`src/rtl/bcd_to_binary_seq_if.sv`:
```
// Handshake and data bundle for the sequential BCD-to-binary converter.
// The requester drives start and the three digits; the converter returns status and result.
interface bcd_to_binary_seq_if;
    logic       start;
    logic [3:0] ones;
    logic [3:0] tens;
    logic [3:0] hundreds;
    logic       busy;
    logic       done;
    logic       err;
    logic [9:0] bin;
    logic       bin_ovf;

    modport master (
        output start, ones, tens, hundreds,
        input  busy, done, err, bin, bin_ovf
    );

    modport slave (
        input  start, ones, tens, hundreds,
        output busy, done, err, bin, bin_ovf
    );
endinterface

```
`src/rtl/bcd_to_binary_seq.sv`:
```
// Three-digit BCD to 10-bit binary converter using a reverse double-dabble engine:
// shift right, then subtract 3 from any BCD nibble >= 8, repeated 10 times.
//
// state | meaning
// IDLE  | waiting for start; digits sampled on the accepting edge
// SHIFT | ten shift/correct iterations in progress
// DONE  | one-cycle done pulse; result or error already registered
module bcd_to_binary_seq (
    input  logic             clk,
    input  logic             rst_n,
    bcd_to_binary_seq_if.slave bus
);

    typedef enum logic [1:0] {
        IDLE  = 2'd0,
        SHIFT = 2'd1,
        DONE  = 2'd2
    } state_t;

    localparam logic [3:0] LAST_SHIFT = 4'd9;

    state_t      state_q, state_d;
    logic [21:0] work_q, work_d;
    logic [3:0]  cnt_q, cnt_d;
    logic        busy_q, busy_d;
    logic        done_q, done_d;
    logic        err_q, err_d;
    logic [9:0]  bin_q, bin_d;
    logic        bin_ovf_q, bin_ovf_d;

    logic        digits_ok;
    logic [21:0] work_shifted;

    // One iteration: shift right, then correct each BCD nibble on its own (no borrow between nibbles).
    function automatic logic [21:0] dabble_step(input logic [21:0] w);
        logic [21:0] s;
        s = w >> 1;
        for (int n = 0; n < 3; n++) begin
            if (s[10 + 4*n +: 4] >= 4'd8) begin
                s[10 + 4*n +: 4] = s[10 + 4*n +: 4] - 4'd3;
            end
        end
        return s;
    endfunction

    assign digits_ok    = (bus.ones <= 4'd9) && (bus.tens <= 4'd9) && (bus.hundreds <= 4'd9);
    assign work_shifted = dabble_step(work_q);

    always_ff @(posedge clk or negedge rst_n) begin
        if (!rst_n) begin
            state_q   <= IDLE;
            work_q    <= '0;
            cnt_q     <= '0;
            busy_q    <= 1'b0;
            done_q    <= 1'b0;
            err_q     <= 1'b0;
            bin_q     <= '0;
            bin_ovf_q <= 1'b0;
        end else begin
            state_q   <= state_d;
            work_q    <= work_d;
            cnt_q     <= cnt_d;
            busy_q    <= busy_d;
            done_q    <= done_d;
            err_q     <= err_d;
            bin_q     <= bin_d;
            bin_ovf_q <= bin_ovf_d;
        end
    end

    always_comb begin
        state_d = state_q;
        unique case (state_q)
            IDLE: begin
                if (bus.start) begin
                    state_d = digits_ok ? SHIFT : DONE;
                end
            end
            SHIFT: begin
                if (cnt_q == LAST_SHIFT) begin
                    state_d = DONE;
                end
            end
            DONE:    state_d = IDLE;
            default: state_d = IDLE;
        endcase
    end

    // busy/done are computed from the next state so both leave the block registered.
    always_comb begin
        work_d    = work_q;
        cnt_d     = cnt_q;
        err_d     = err_q;
        bin_d     = bin_q;
        bin_ovf_d = bin_ovf_q;
        busy_d    = (state_d != IDLE);
        done_d    = (state_d == DONE);

        unique case (state_q)
            IDLE: begin
                if (bus.start) begin
                    if (digits_ok) begin
                        work_d = {bus.hundreds, bus.tens, bus.ones, 10'b0};
                        cnt_d  = '0;
                        err_d  = 1'b0;
                    end else begin
                        err_d  = 1'b1;
                    end
                end
            end
            SHIFT: begin
                work_d = work_shifted;
                cnt_d  = cnt_q + 4'd1;
                if (cnt_q == LAST_SHIFT) begin
                    bin_d     = work_shifted[9:0];
                    bin_ovf_d = (work_shifted[9:0] > 10'd255);
                end
            end
            default: ;
        endcase
    end

    assign bus.busy    = busy_q;
    assign bus.done    = done_q;
    assign bus.err     = err_q;
    assign bus.bin     = bin_q;
    assign bus.bin_ovf = bin_ovf_q;

    // For legal digits every BCD nibble has been drained by the final shift.
    a_bcd_drained : assert property (
        @(posedge clk) disable iff (!rst_n)
        (state_q == SHIFT && cnt_q == LAST_SHIFT) |-> (work_shifted[21:10] == 12'd0)
    );

endmodule

```
`src/flat_wrapper.sv`:
```
// flat-port wrapper written by rule: the top's interface ports become plain ports
module bcd_to_binary_seq_flat 
  (clk, rst_n, bus_start, bus_ones, bus_tens, bus_hundreds, bus_busy, bus_done, bus_err, bus_bin, bus_bin_ovf);
  bcd_to_binary_seq_if bus_i ();
  input  logic clk;
  input  logic rst_n;
  input wire logic [$bits(bus_i.start)-1:0] bus_start;
  input wire logic [$bits(bus_i.ones)-1:0] bus_ones;
  input wire logic [$bits(bus_i.tens)-1:0] bus_tens;
  input wire logic [$bits(bus_i.hundreds)-1:0] bus_hundreds;
  output wire logic [$bits(bus_i.busy)-1:0] bus_busy;
  output wire logic [$bits(bus_i.done)-1:0] bus_done;
  output wire logic [$bits(bus_i.err)-1:0] bus_err;
  output wire logic [$bits(bus_i.bin)-1:0] bus_bin;
  output wire logic [$bits(bus_i.bin_ovf)-1:0] bus_bin_ovf;
  assign bus_i.start = bus_start;
  assign bus_i.ones = bus_ones;
  assign bus_i.tens = bus_tens;
  assign bus_i.hundreds = bus_hundreds;
  assign bus_busy = bus_i.busy;
  assign bus_done = bus_i.done;
  assign bus_err = bus_i.err;
  assign bus_bin = bus_i.bin;
  assign bus_bin_ovf = bus_i.bin_ovf;
  bcd_to_binary_seq u_core (.clk(clk), .rst_n(rst_n), .bus(bus_i));
endmodule
```
`config.mk`:
```
export PLATFORM = sky130hd
export DESIGN_NAME = bcd_to_binary_seq_flat
export DESIGN_NICKNAME = d
export VERILOG_FILES = /design/src/rtl/bcd_to_binary_seq_if.sv /design/src/rtl/bcd_to_binary_seq.sv /design/src/flat_wrapper.sv
export SDC_FILE = /design/constraint.sdc
export NUM_CORES = 1
export LEC_CHECK = 0
export CAP_MARGIN = 25
export CORE_MARGIN = 5
export CORE_UTILIZATION = 57
export DETAILED_ROUTE_END_ITERATION = 8
export GPL_ROUTABILITY_DRIVEN = 0
export PLACE_DENSITY = 0.81
export SYNTH_ARGS = -nofsm -noshare
export SYNTH_HDL_FRONTEND = slang
export SYNTH_SLANG_ARGS = --single-unit
```
`constraint.sdc`:
```
create_clock -name clk -period 3.85 [get_ports clk]
set_input_delay 0.5775 -clock clk [delete_from_list [all_inputs] [get_ports clk]]
set_output_delay 0.5775 -clock clk [all_outputs]
set_load 0.01 [all_outputs]
```
==> qor.csv, run 1 <==
metric,value,unit
p_per_area,711,nW/um^2
max_freq,0.489,GHz
drt_first_pass_iters,4,
grt_usage,18.2,%
ir_drop,0.000385,V
post-route-period-util,53.1,%
finalHoldViolCount,0,
p_leak,1.04,nW
stdcell_count,233,
syn2layout_area_growth,19.6,%
yosys_warnings,0,
synth_cell_type_count,30,
die_w,67.7,um
yosys.area.top_type_share,54.0,%
h-tree-depth,2,
drive_above_1_share,20.3,%
slew_headroom,42.1,%
hold_buffers,0,
critPathRequiredTime,4.12,ns
maxSlewViolCount,0,
place_hpwl,2520,um
worstPathMaxFanout,19,
postLayoutCoreUtil,69.1,%
synth_area_leaders,"dfrtp_1 (54%), mux2_2 (5.9%), a22o_1 (4.6%), ha_1 (4.0%), o21ai_2 (3.7%)",
diodes,0,
criticalPathCategory,in2reg,
wire_per_inst,15.8,um
grt_pass1_wl,5980,um
die-area,4590,um^2
rsz0062_at_grt,false,
cts_tree,built,
overflow,0,
netlist_instances,157,
finalSetupTns,0,ns
status,finished clean,
io_pins,29,
synth_seq_area_share,54.0,%
first_iter_violations,113,
clock_path_buffers,2,
critPathLaunchType,input pin,
ctsResizeCount,0,
postCtsSetupRepairBufs,0,
routed_wl,3680,um
yosysMostFrequentCell,dfrtp_1,
nFillCells,248,
finalNetCount,207,
vias_per_cell,5.45,
skew,0.0124,ns
synth_edf_count,0,
grt_pass1_vias,1267,
ff_latch_area,1030,um^2
min_path_type,in2async,
port_buffers,28,
critPathCaptureType,flop,
antenna_found_initial,0,
fin_crit,2.04,ns
initial_core_util,57.8,%
grt_max_degree,42,
vias,1269,
synthTopCellsByCount,"dfrtp_1 (41), nor2_1 (14), nand2_1 (11), a22o_1 (10), mux2_2 (10)",
ys.flop_type,dfrtp_1,
arrival,2.32,ns
num_rows,21,
yosys.area.top_type,dfrtp_1,
syn_area,1900,um^2
post-route-drc-count,0,
place_inst,225,
async_flop_share,100,%
syn_area_per_cell,12.1,um^2
setup_viol,0,
die_h,67.7,um
fin_total_pwr,1.62,mW
core,3280,um^2
drtAntennaViolNets,0,
clkTransAtPathRegs,0.12,ns
cts_root_buf,clkbuf_4,
cts.sinks,41,
clkLatencyLatePin,0.35,ns
multi_input_area,797,um^2
synth_fp_nets,178,
worst_pin_slew,0.868,ns
cts_buffers,5,
maxCapViolations,0,
ys_seq_elements,41,
where the power goes:
group	total (mW)	leakage, nW	switching (mW)	internal [mW]
Combinational	0.597	0.456	0.294	0.302
Sequential	0.722	0.537	0.147	0.575
Clock	0.297	0.0445	0.142	0.154
per-layer routing:
| metal | wire [um] | vias to the layer above | part of all wire, % | track usage (%) |
|---|---|---|---|---|
| met5 | 0 | - | 0 | 0 |
| met3 | 110 | 5 | 3.0 | 6.32 |
| met1 | 1690 | 635 | 46 | 23.8 |
| li1 | - | 607 | - | - |
| met2 | 1820 | 22 | 50 | 26.6 |
| met4 | 54 | 0 | 1.5 | 9.37 |
cells in the final DEF (no fill, tap or decap), types with 5 or more instances in the layout:
cell,Yosys,final
nand2_1,11,11
a22o_1,10,10
nor2_1,14,14
mux2_2,10,10
clkdlybuf4s50_1,0,27
a21oi_1,8,8
clkbuf_4,0,5
dfrtp_1,41,41
ha_1,6,6
o21ai_2,8,8
inv_1,5,5
metrics by stage:
stage | instance area (um^2) | hold WS, ns | setup WS [ns]
4_1_cts | 2270 | 0.349 | 1.81
6_report | 2270 | 0.326 | 1.81
3_3_place_gp | 2180 | 0.471 | 1.52
2_1_floorplan | 1900 | 0.282 | 2.33
5_1_grt | 2270 | 0.368 | 1.72
3_5_place_dp | 2180 | 0.487 | 1.45
worst paths after layout:
path / start / end / slack (ns) / cells after the start
worst max-delay path: bus_tens[2] / u_core.cnt_q[0]$_DFFE_PN0P_ / 1.81 / 6
worst min-delay path: rst_n / u_core.work_q[15]$_DFFE_PN0P_ / 0.33 / 1
worst max register to register: u_core.state_q[1]$_DFF_PN0_ / u_core.bus.bin[9]$_DFFE_PN0P_ / 1.97 / 3
worst min register to register: u_core.work_q[19]$_DFFE_PN0P_ / u_core.work_q[19]$_DFFE_PN0P_ / 0.52 / 2
max in group asynchronous: rst_n / u_core.work_q[13]$_DFFE_PN0P_ / 2.97 / 1
min in group clk: u_core.work_q[19]$_DFFE_PN0P_ / u_core.work_q[19]$_DFFE_PN0P_ / 0.52 / 2
state kept, by name, summed over array words and instances (netlist names):
| register | flops |
|---|---|
| u_core.work_q | 21 |
| u_core.bus.err | 1 |
| u_core.bus.done | 1 |
| u_core.bus.busy | 1 |
| u_core.bus.bin | 10 |
| u_core.cnt_q | 4 |
| u_core.state_q | 2 |
| u_core.bus.bin_ovf | 1 |
layout make-up:
cell class / count / area share [%]
sequential: 41 / 45.2
inverter: 5 / 0.826
clock inverter: 2 / 1.65
multi-input combinational: 104 / 35.1
timing repair buffer: 29 / 12.5
tap: 46 / 2.53
clock buffer: 6 / 2.26
worst max-delay path, stage by stage:
cell,delay [ns]
clkdlybuf4s50_1,0.49
o21ai_1,0.13
a41oi_2,0.59
buf_4,0.36
nand2_1,0.09
o21ai_2,0.07
logic make-up after synthesis:
kind of cell | after synthesis | share of synthesized area (%)
multiplexers | 14 | 8.04
AO/OA/AOI/OAI | 40 | 17.1
XOR/XNOR | 6 | 2.77
flip-flops | 41 | 54.0
AND/OR/NAND/NOR | 38 | 10.1
adder cells (fa/ha/maj) | 6 | 3.95
buffers and inverters | 12 | 4.02
Note: power is estimated with default switching activity, not from simulation.
==> inputs of run 2 (changes only) <==
Settings changed: CORE_UTILIZATION 57 to 48, PLACE_DENSITY 0.81 to 0.72.
Clock period 3.85 ns to 1.8 ns, I/O delays scaled along.
==> run 2 against run 1 <==
First-iteration DRC count decreased by 13%. Final area rose by 5.8%. Non-clock buffer count grew 10. Clock power grew to 2.5 times the previous value. Die area increased by 16%. Critical path depth fell by 1. Setup slack worse by 1.6 ns. Largest cell class unchanged.
==> qor.csv, run 2 (synthesis gave the netlist of run 1 again) <==
metric,value,unit,change
finalNetCount,217,,+4.8%
internal-power,2.37,mW,+130%
grt_max_degree,23,,-45%
drive_above_1_share,23.9,%,+3.5 points
nFillCells,291,,+17%
cp_top_family,flip-flops,,
die_w,72.9,um,+7.6%
cp_cell_sequence,ha_1 > nand3b_1 > nor2_2 > buf_12 > mux2_2,,
h-tree-depth,2,,unchanged
worst_pin_slew,0.515,ns,-0.353 ns
fin_total_pwr,3.64,mW,+130%
maxSlewViolCount,0,,unchanged
postCtsSetupRepairBufs,0,,unchanged
critPathCaptureType,flop,,
ff_latch_area,1030,um^2,unchanged
whs,0.466,ns,+0.140 ns
routed_wl,3730,um,+1.5%
switching_share,34.9,%,-1.2 points
stdcell_count,245,,+5.2%
clkTransAtPathRegs,0.08,ns,-0.04 ns
min_path_type,in2async,,
initial_core_util,50.7,%,-7.1 points
final_cell_mix,"dfrtp_1 (41), clkdlybuf4s50_1 (27), nor2_1 (14), nand2_1 (11)",,
rr_startpoint,u_core.cnt_q[0]$_DFFE_PN0P_,,
wire_per_inst,15.2,um,-3.5%
first_iter_violations,98,,-13%
post-route-drc-count,0,,unchanged
drt_first_pass_iters,4,,unchanged
drtAntennaViolNets,0,,unchanged
arrival,1.73,ns,-0.59 ns
cp_slowest_stage_delay,0.44,ns,-0.15 ns
cts_root_buf,clkbuf_8,,
seqPwrFrac,42.1,%,-2.6 points
port_buffers,28,,unchanged
place_hpwl,2700,um,+7.1%
p_clk_share,20.6,%,+2.2 points
cts_tree,built,,
slew_headroom,65.7,%,+24 points
die_h,72.9,um,+7.6%
die-area,5320,um^2,+16%
vias,1290,,+1.7%
vias_per_cell,5.27,,-3.3%
layout_commonest_cell,dfrtp_1,,
diodes,0,,unchanged
io_pins,29,,unchanged
skew,0.00683,ns,-0.00559 ns
worstPathMaxFanout,14,,-5
antenna_found_initial,0,,unchanged
grt_pass1_wl,6400,um,+7.0%
ir_drop,0.000891,V,+130%
critPathRequiredTime,1.98,ns,-2.14 ns
max_freq,0.645,GHz,
core,3740,um^2,+14%
slowest_stage,dfrtp_1,,
p_per_area,1520,nW/um^2,+110%
comb_power_share,37.3,%,+0.4 points
place_inst,236,,+4.9%
syn2layout_area_growth,26.5,%,
grt_pass1_vias,1315,,+3.8%
top_register,u_core.work_q,,
grt_usage,15.7,%,-2.5 points
num_rows,22,,+4.8%
cts.sinks,41,,unchanged
worstRegToRegCells,5,,+2
status,finished clean,,
clock_path_buffers,2,,unchanged
largest_register_ffs,21,,unchanged
switching_power,1.27,mW,+120%
setup_viol,0,,unchanged
reg2reg_to,u_core.bus.bin[8]$_DFFE_PN0P_,,
rsz0062_at_grt,false,,
fin_crit,1.55,ns,
multi_input_area,797,um^2,unchanged
overflow,0,,unchanged
finalSetupTns,0,ns,unchanged
post-route-period-util,86.1,%,
clkLatencyLatePin,0.30,ns,-0.05 ns
p_leak,1.10,nW,+6.3%
finalHoldViolCount,0,,unchanged
cts_buffers,5,,unchanged
critPathLaunchType,flop,,
maxCapViolations,0,,unchanged
r2r_setup_slack,0.25,ns,-1.72 ns
ctsResizeCount,0,,unchanged
criticalPathCategory,reg2reg,,
path_buf_inv,1,,-1
run 2: per-layer routing:
metal | routed length [um] | GRT usage (%)
met5 | 0 | 0
met4 | 28 | 4.92
met3 | 150 | 4.68
met2 | 1810 | 24.7
met1 | 1750 | 20.9
run 2: repair_timing:
item | CTS | global route
setup endpoints to repair | 0 | 0
hold buffers | 1 | 0
hold endpoints to repair | 21 | 0
run 2: area by class of cell:
| type | instances | share of cell area (%) |
|---|---|---|
| clock inverters | 3 | 1.93 |
| clock buffers | 5 | 2.86 |
| repair buffers | 39 | 16.0 |
| flip-flops and latches | 41 | 42.7 |
| inverters | 5 | 0.781 |
| multi-input cells | 104 | 33.2 |
| well taps | 48 | 2.50 |
run 2: power by group through the flow:
| stage | logic, mW | registers, mW | clock network (mW) |
|---|---|---|---|
| 2_1_floorplan | 1.00 | 1.50 | 0 |
| 3_3_place_gp | 1.32 | 1.53 | 0 |
| 3_5_place_dp | 1.37 | 1.54 | 0 |
| 4_1_cts | 1.38 | 1.53 | 0.759 |
| 5_1_grt | 1.50 | 1.58 | 0.808 |
| 6_report | 1.36 | 1.53 | 0.750 |
run 2: worst max-delay path by stage:
stage,start,to,slack (ns),cells after the start
floorplan,u_core.cnt_q[1]$_DFFE_PN0P_,u_core.bus.bin[2]$_DFFE_PN0P_,0.31,6
global placement,bus_tens[2],u_core.work_q[12]$_DFFE_PN0P_,0.02,5
detailed placement,bus_hundreds[2],u_core.work_q[12]$_DFFE_PN0P_,-0.03,5
CTS,u_core.cnt_q[0]$_DFFE_PN0P_,u_core.bus.bin[5]$_DFFE_PN0P_,0.27,5
global route,u_core.cnt_q[1]$_DFFE_PN0P_,u_core.bus.bin[8]$_DFFE_PN0P_,0.19,6
finish,u_core.cnt_q[0]$_DFFE_PN0P_,u_core.bus.bin[8]$_DFFE_PN0P_,0.25,5
run 2: per-stage QoR:
step,util (%),cell area [um^2],setup slack [ns]
3_5_place_dp,60.8,2280,-0.0323
5_1_grt,64.2,2400,0.190
4_1_cts,64.2,2400,0.266
3_3_place_gp,60.8,2280,0.0169
2_1_floorplan,-,1900,0.311
6_report,64.2,2400,0.251
